**src/rtl/fifo_uart_tx.sv**
```systemverilog
`default_nettype none
// ============================================================================
// Module      : fifo_uart_tx
// Description : Drains bytes from a FIFO read port and sends each one as an
//               asynchronous serial frame: start bit, data LSB first,
//               optional even parity, STOP_BITS stop bits.
// Ports       : clk    - clock, all state changes on posedge
//               rst    - asynchronous reset, active-high
//               en     - 1 = a new frame may start (a running frame always ends)
//               empty  - FIFO empty flag
//               datain - FIFO read data, valid while FIFO not empty
//               pop    - FIFO pop, one cycle per frame, from registered state
//               tx     - serial line, idle high, registered
//               busy   - high from FETCH through the last stop bit
// Revision    : 1.0 - initial release
// ============================================================================
module fifo_uart_tx #(
    parameter int WIDTH        = 8,
    parameter int CLKS_PER_BIT = 16,
    parameter int PARITY       = 0,
    parameter int STOP_BITS    = 1
) (
    input  logic             clk,
    input  logic             rst,
    input  logic             en,
    input  logic             empty,
    input  logic [WIDTH-1:0] datain,
    output logic             pop,
    output logic             tx,
    output logic             busy
);

    localparam int c_TMR_W    = (CLKS_PER_BIT > 1) ? $clog2(CLKS_PER_BIT) : 1;
    // bit_idx is 0 at the first data bit and reaches c_LAST_BIT on the final stop bit
    localparam int c_LAST_BIT = WIDTH + PARITY + STOP_BITS - 1;
    localparam int c_IDX_W    = $clog2(c_LAST_BIT + 1);

    localparam logic [c_TMR_W-1:0] c_TMR_LAST  = c_TMR_W'(CLKS_PER_BIT - 1);
    localparam logic [c_TMR_W-1:0] c_TMR_ZERO  = '0;
    localparam logic [c_TMR_W-1:0] c_TMR_ONE   = c_TMR_W'(1);
    localparam logic [c_IDX_W-1:0] c_IDX_ZERO  = '0;
    localparam logic [c_IDX_W-1:0] c_IDX_ONE   = c_IDX_W'(1);
    localparam logic [c_IDX_W-1:0] c_IDX_DLAST = c_IDX_W'(WIDTH - 1);
    localparam logic [c_IDX_W-1:0] c_IDX_LAST  = c_IDX_W'(c_LAST_BIT);

    typedef enum logic [2:0] {
        S_IDLE   = 3'd0,
        S_FETCH  = 3'd1,
        S_START  = 3'd2,
        S_DATA   = 3'd3,
        S_PARITY = 3'd4,
        S_STOP   = 3'd5
    } state_t;

    state_t             r_state, w_state_next;
    logic               r_avail, w_avail_next;
    logic [c_TMR_W-1:0] r_tmr,   w_tmr_next;
    logic [c_IDX_W-1:0] r_idx,   w_idx_next;
    logic [WIDTH-1:0]   r_shreg, w_shreg_next;
    logic               r_par,   w_par_next;
    logic               r_tx,    w_tx_next;
    logic               w_bit_end;

    assign w_bit_end = (r_tmr == c_TMR_LAST);

    always_ff @(posedge clk or posedge rst) begin
        if (rst) begin
            r_state <= S_IDLE;
            r_avail <= 1'b0;
            r_tmr   <= c_TMR_ZERO;
            r_idx   <= c_IDX_ZERO;
            r_shreg <= '0;
            r_par   <= 1'b0;
            r_tx    <= 1'b1;
        end else begin
            r_state <= w_state_next;
            r_avail <= w_avail_next;
            r_tmr   <= w_tmr_next;
            r_idx   <= w_idx_next;
            r_shreg <= w_shreg_next;
            r_par   <= w_par_next;
            r_tx    <= w_tx_next;
        end
    end

    always_comb begin
        w_state_next = r_state;
        w_tmr_next   = r_tmr;
        w_idx_next   = r_idx;
        w_shreg_next = r_shreg;
        w_par_next   = r_par;

        case (r_state)
            S_IDLE: begin
                w_tmr_next = c_TMR_ZERO;
                w_idx_next = c_IDX_ZERO;
                if (r_avail && en) begin
                    w_state_next = S_FETCH;
                end
            end
            S_FETCH: begin
                w_shreg_next = datain;
                w_par_next   = ^datain;
                w_tmr_next   = c_TMR_ZERO;
                w_state_next = S_START;
            end
            S_START: begin
                if (w_bit_end) begin
                    w_tmr_next   = c_TMR_ZERO;
                    w_idx_next   = c_IDX_ZERO;
                    w_state_next = S_DATA;
                end else begin
                    w_tmr_next = r_tmr + c_TMR_ONE;
                end
            end
            S_DATA: begin
                if (w_bit_end) begin
                    w_tmr_next   = c_TMR_ZERO;
                    w_shreg_next = {1'b0, r_shreg[WIDTH-1:1]};
                    w_idx_next   = r_idx + c_IDX_ONE;
                    if (r_idx == c_IDX_DLAST) begin
                        w_state_next = (PARITY != 0) ? S_PARITY : S_STOP;
                    end
                end else begin
                    w_tmr_next = r_tmr + c_TMR_ONE;
                end
            end
            S_PARITY: begin
                if (w_bit_end) begin
                    w_tmr_next   = c_TMR_ZERO;
                    w_idx_next   = r_idx + c_IDX_ONE;
                    w_state_next = S_STOP;
                end else begin
                    w_tmr_next = r_tmr + c_TMR_ONE;
                end
            end
            S_STOP: begin
                if (w_bit_end) begin
                    w_tmr_next = c_TMR_ZERO;
                    if (r_idx == c_IDX_LAST) begin
                        w_state_next = S_IDLE;
                    end else begin
                        w_idx_next = r_idx + c_IDX_ONE;
                    end
                end else begin
                    w_tmr_next = r_tmr + c_TMR_ONE;
                end
            end
            default: begin
                w_state_next = S_IDLE;
            end
        endcase
    end

    // Availability is sampled on every cycle whose successor is IDLE, including
    // the final stop cycle, so a waiting byte is already flagged on the first
    // IDLE cycle and back-to-back frames are separated by IDLE + FETCH only.
    // pop is never high in those cycles, so empty is not in a loop with pop.
    assign w_avail_next = (w_state_next == S_IDLE) ? ~empty : 1'b0;

    // tx is computed from the next state so the output register changes
    // exactly on bit boundaries.
    always_comb begin
        w_tx_next = 1'b1;
        case (w_state_next)
            S_START:  w_tx_next = 1'b0;
            S_DATA:   w_tx_next = w_shreg_next[0];
            S_PARITY: w_tx_next = w_par_next;
            default:  w_tx_next = 1'b1;
        endcase
    end

    assign pop  = (r_state == S_FETCH);
    assign busy = (r_state != S_IDLE);
    assign tx   = r_tx;

endmodule
`default_nettype wire

```
**config.mk**
```make
export PLATFORM = sky130hd
export DESIGN_NAME = fifo_uart_tx
export DESIGN_NICKNAME = d
export VERILOG_FILES = /design/src/rtl/fifo_uart_tx.sv
export SDC_FILE = /design/constraint.sdc
export NUM_CORES = 1
export LEC_CHECK = 0
export BUFFER_PORTS_ARGS = -buffer_cell sky130_fd_sc_hd__buf_2
export CORE_ASPECT_RATIO = 1.1
export CORE_UTILIZATION = 50
export CTS_CLUSTER_SIZE = 14
export DETAILED_ROUTE_END_ITERATION = 7
export GPL_TIMING_DRIVEN = 0
export PLACE_DENSITY = 0.81
export REMOVE_ABC_BUFFERS = 1
export SLEW_MARGIN = 30
export SYNTH_ARGS = -nofsm -noshare
export SYNTH_HDL_FRONTEND = slang
export SYNTH_SLANG_ARGS = --single-unit
```
**constraint.sdc**
```tcl
create_clock -name clk -period 1.6 [get_ports clk]
set_input_delay 0.32 -clock clk [delete_from_list [all_inputs] [get_ports clk]]
set_output_delay 0.32 -clock clk [all_outputs]
set_load 0.02 [all_outputs]
```
==> metrics.cfg <==
[outcome]
outcome=finished with violations
failed_checks=setup timing

[synthesis]
synth_area_leaders=dfrtp_1 43%, xnor2_1 5.1%, a222oi_1 5.0%
syn_area_mm2=0.001209
ys_seq_area_share_pct=45.65
ys_types=41
synth_edf_count=0
synth_largest_area_cell=dfrtp_1
postSynthCellCount=122
yosysTopAreaCellShare_pct=43.48
synth-seq-cells=22
yosys_warnings=0
async_reset_ff_share_pct=100.0
synth_flop_cell=dfrtp_1
syn_avg_cell_area_um2=9.907

[finish]
n_antenna_cell=0
stdcell_area_mm2=0.001614
area_growth_pct=33.54
nets=169
fin_util_pct=70.96
final_layout_size_suffix_gt1_share_pct=41.83

[setup_path]
worstPathRequired_ns=1.28
worstSetupStartpointType=register
path_class=reg2out
slowest_delay_ns=0.46
cp-end-kind=output pin
ff2ff_setup_slack_ns=0.04
r2r_start=r_idx[0]$_DFFE_PP0P_
crit_path_max_fanout=4
worstPathArrival_ns=1.29
crit_chain=or3_4 -> buf_6
cp_slowest_cell=dfrtp_2
reg2reg_depth=7
r2r_end=r_idx[0]$_DFFE_PP0P_

[die]
coreArea_mm2=0.002275
start_util_pct=53.14
die-area_mm2=0.002618
die_height_um=53.57
core.rowCount=18
die_x_um=48.88
io_pins=15

[clock_tree]
cts_tree=yes
htree_levels=1
clkLatencyLatePin_ns=0.32
cts_sinks=22
cts_max_path_buffers=2
holdBufCountCts=0
cts_buffers=3
clk_pin_slew_ns=0.13
root_buffer=clkbuf_4

[worst_hold_path]
hold_start=empty
hp-class=in2reg
min_path_cells=2
min_to=r_avail$_DFF_PP0_

[power]
p_leak_nw=0.7456
power_density_mw_per_mm2=1474
ir_drop_uv=1079

[sta]
drv_slew=0
slew_headroom_pct=44.76
worst-slew-pin-transition_ns=0.8276
timing.fmax_ghz=0.6196
holdWs_ns=0.1349
finalSetupViolations=1
rsz0062_at_grt=yes
clock_skew_ns=0.006104
tns_ns=-0.01398
setup_slack_ns=-0.01398
post-route-min-period_ns=1.614
fin_crit_sh_pct=100.9
hold_violations=0

[global_route]
antenna_found_initial=0
grt_max_degree=23
gr-total-overflow=0
grt_pass1_vias=1007
grt_usage_pct=21.95
grt_pass1_wl_um=4236

[route]
viasPerCell=5.852
postRouteWirelength_um=2622
vias=1071
drt-pass1-iter-count=6
final_antenna_net_count=0
drtIter0Drc=52
drc_errors=0
wl_per_cell_um=14.33

[placed_design]
io_buffers=14
dpl_cell_area_mm2=0.001292
dpl.hpwl_um=1670
gp_congestion=0.7797

[run]
cap_violations=0

==> state kept, by name, summed over array words and instances (netlist names) <==
signal and cells:
r_idx 4, r_shreg 8, tx 1, r_par 1
r_avail 1, r_state 3, r_tmr 4
==> per-stage QoR <==
step	worst slack (ns)	std cells	power [mW]
CTS	-0.01075	180	2.277
detailed placement	-0.1757	163	1.638
global route	-0.07604	183	2.516
floorplan	-0.002162	119	1.458
global placement	-0.1204	163	1.581
finish	-0.01398	183	2.379
==> cells in the mapped netlist, drive strengths merged (2+ instances only) <==
master	instances
nand3b	3
xnor2	7
inv	13
a222oi	6
nand2	12
nor2	8
nand2b	2
a21oi	3
a22o	2
a21o	2
and3	2
ha	3
nor2b	2
nand3	4
nor3	3
o21ai	6
dfrtp	21
or3	2
a31oi	3
o32ai	2
buf	3
==> worst max-delay path: cells and delay by family (launching register included) <==
| family | cells | cell delay, ns |
|---|---|---|
| flip-flops | 1 | 0.46 |
| AND/OR/NAND/NOR | 1 | 0.38 |
| buffers and inverters | 1 | 0.14 |
==> cell families (layout without fill, tap and decap cells) <==
family	Yosys count	after routing	synth area share, %
and+or+nand+nor	42	42	19.25
muxes	2	2	1.760
buffers and inverters	17	48	6.314
AOI/OAI and AO/OA	28	28	18.12
xor gates and xnor gates	8	8	5.797
DFF	22	22	45.65
adders and majority gates	3	3	3.106
==> report_power, final <==
group | leakage, nW | total (mW) | internal [mW] | switching (mW)
logic | 0.447 | 1.01 | 0.527 | 0.486
registers | 0.271 | 0.933 | 0.770 | 0.163
clock network | 0.0279 | 0.432 | 0.253 | 0.179
==> worst max path at each step <==
stage / start / to / slack (ns) / cells past startpoint
after floorplan: r_tmr[0]$_DFFE_PP0N_ / r_idx[0]$_DFFE_PP0P_ / -0.002 / 6
after global placement: r_tmr[0]$_DFFE_PP0N_ / r_idx[0]$_DFFE_PP0P_ / -0.12 / 6
after detailed placement: r_tmr[0]$_DFFE_PP0N_ / r_idx[0]$_DFFE_PP0P_ / -0.18 / 6
after CTS: r_state[1]$_DFF_PP0_ / busy / -0.01 / 2
after global routing: r_state[2]$_DFF_PP0_ / pop / -0.08 / 4
final: r_state[1]$_DFF_PP0_ / busy / -0.01 / 2
==> area by class of cell <==
type                       count  area [µm²]
multi-input combinational     83       714.4
fill                         165       660.6
sequential                    22       555.5
timing repair buffer          30       196.4
inverter                      14       57.56
tap                           30       37.54
clock inverter                 1       30.03
clock buffer                   3       22.52
==> timing repair <==
| action | 4_1_cts | 5_1_grt |
|---|---|---|
| buffers inserted | 13 | 3 |
| resized for setup | 18 | 16 |
| pin swaps | 4 | 10 |
| endpoints found under the setup margin | 14 | 14 |
==> cell usage in the layout, fill, tap and decap left out, types with 3 or more instances in the layout <==
cell type  count
clkbuf_4       3
buf_4         16
dfrtp_2        3
dfrtp_1       18
buf_2         13
inv_1         11
a222oi_1       6
nand2_1        9
o21ai_0        4
nor2_1         6
xnor2_1        7
==> metal layers <==
layer  GRT usage [%]  share of wire, %  vias up
met5               0                 0        -
met4           15.69               2.7        0
met3           3.955               3.9        7
met2           39.81                53       35
met1           23.67                41      526
li1                -                 -      503
Note: power is estimated with default switching activity, not from simulation.
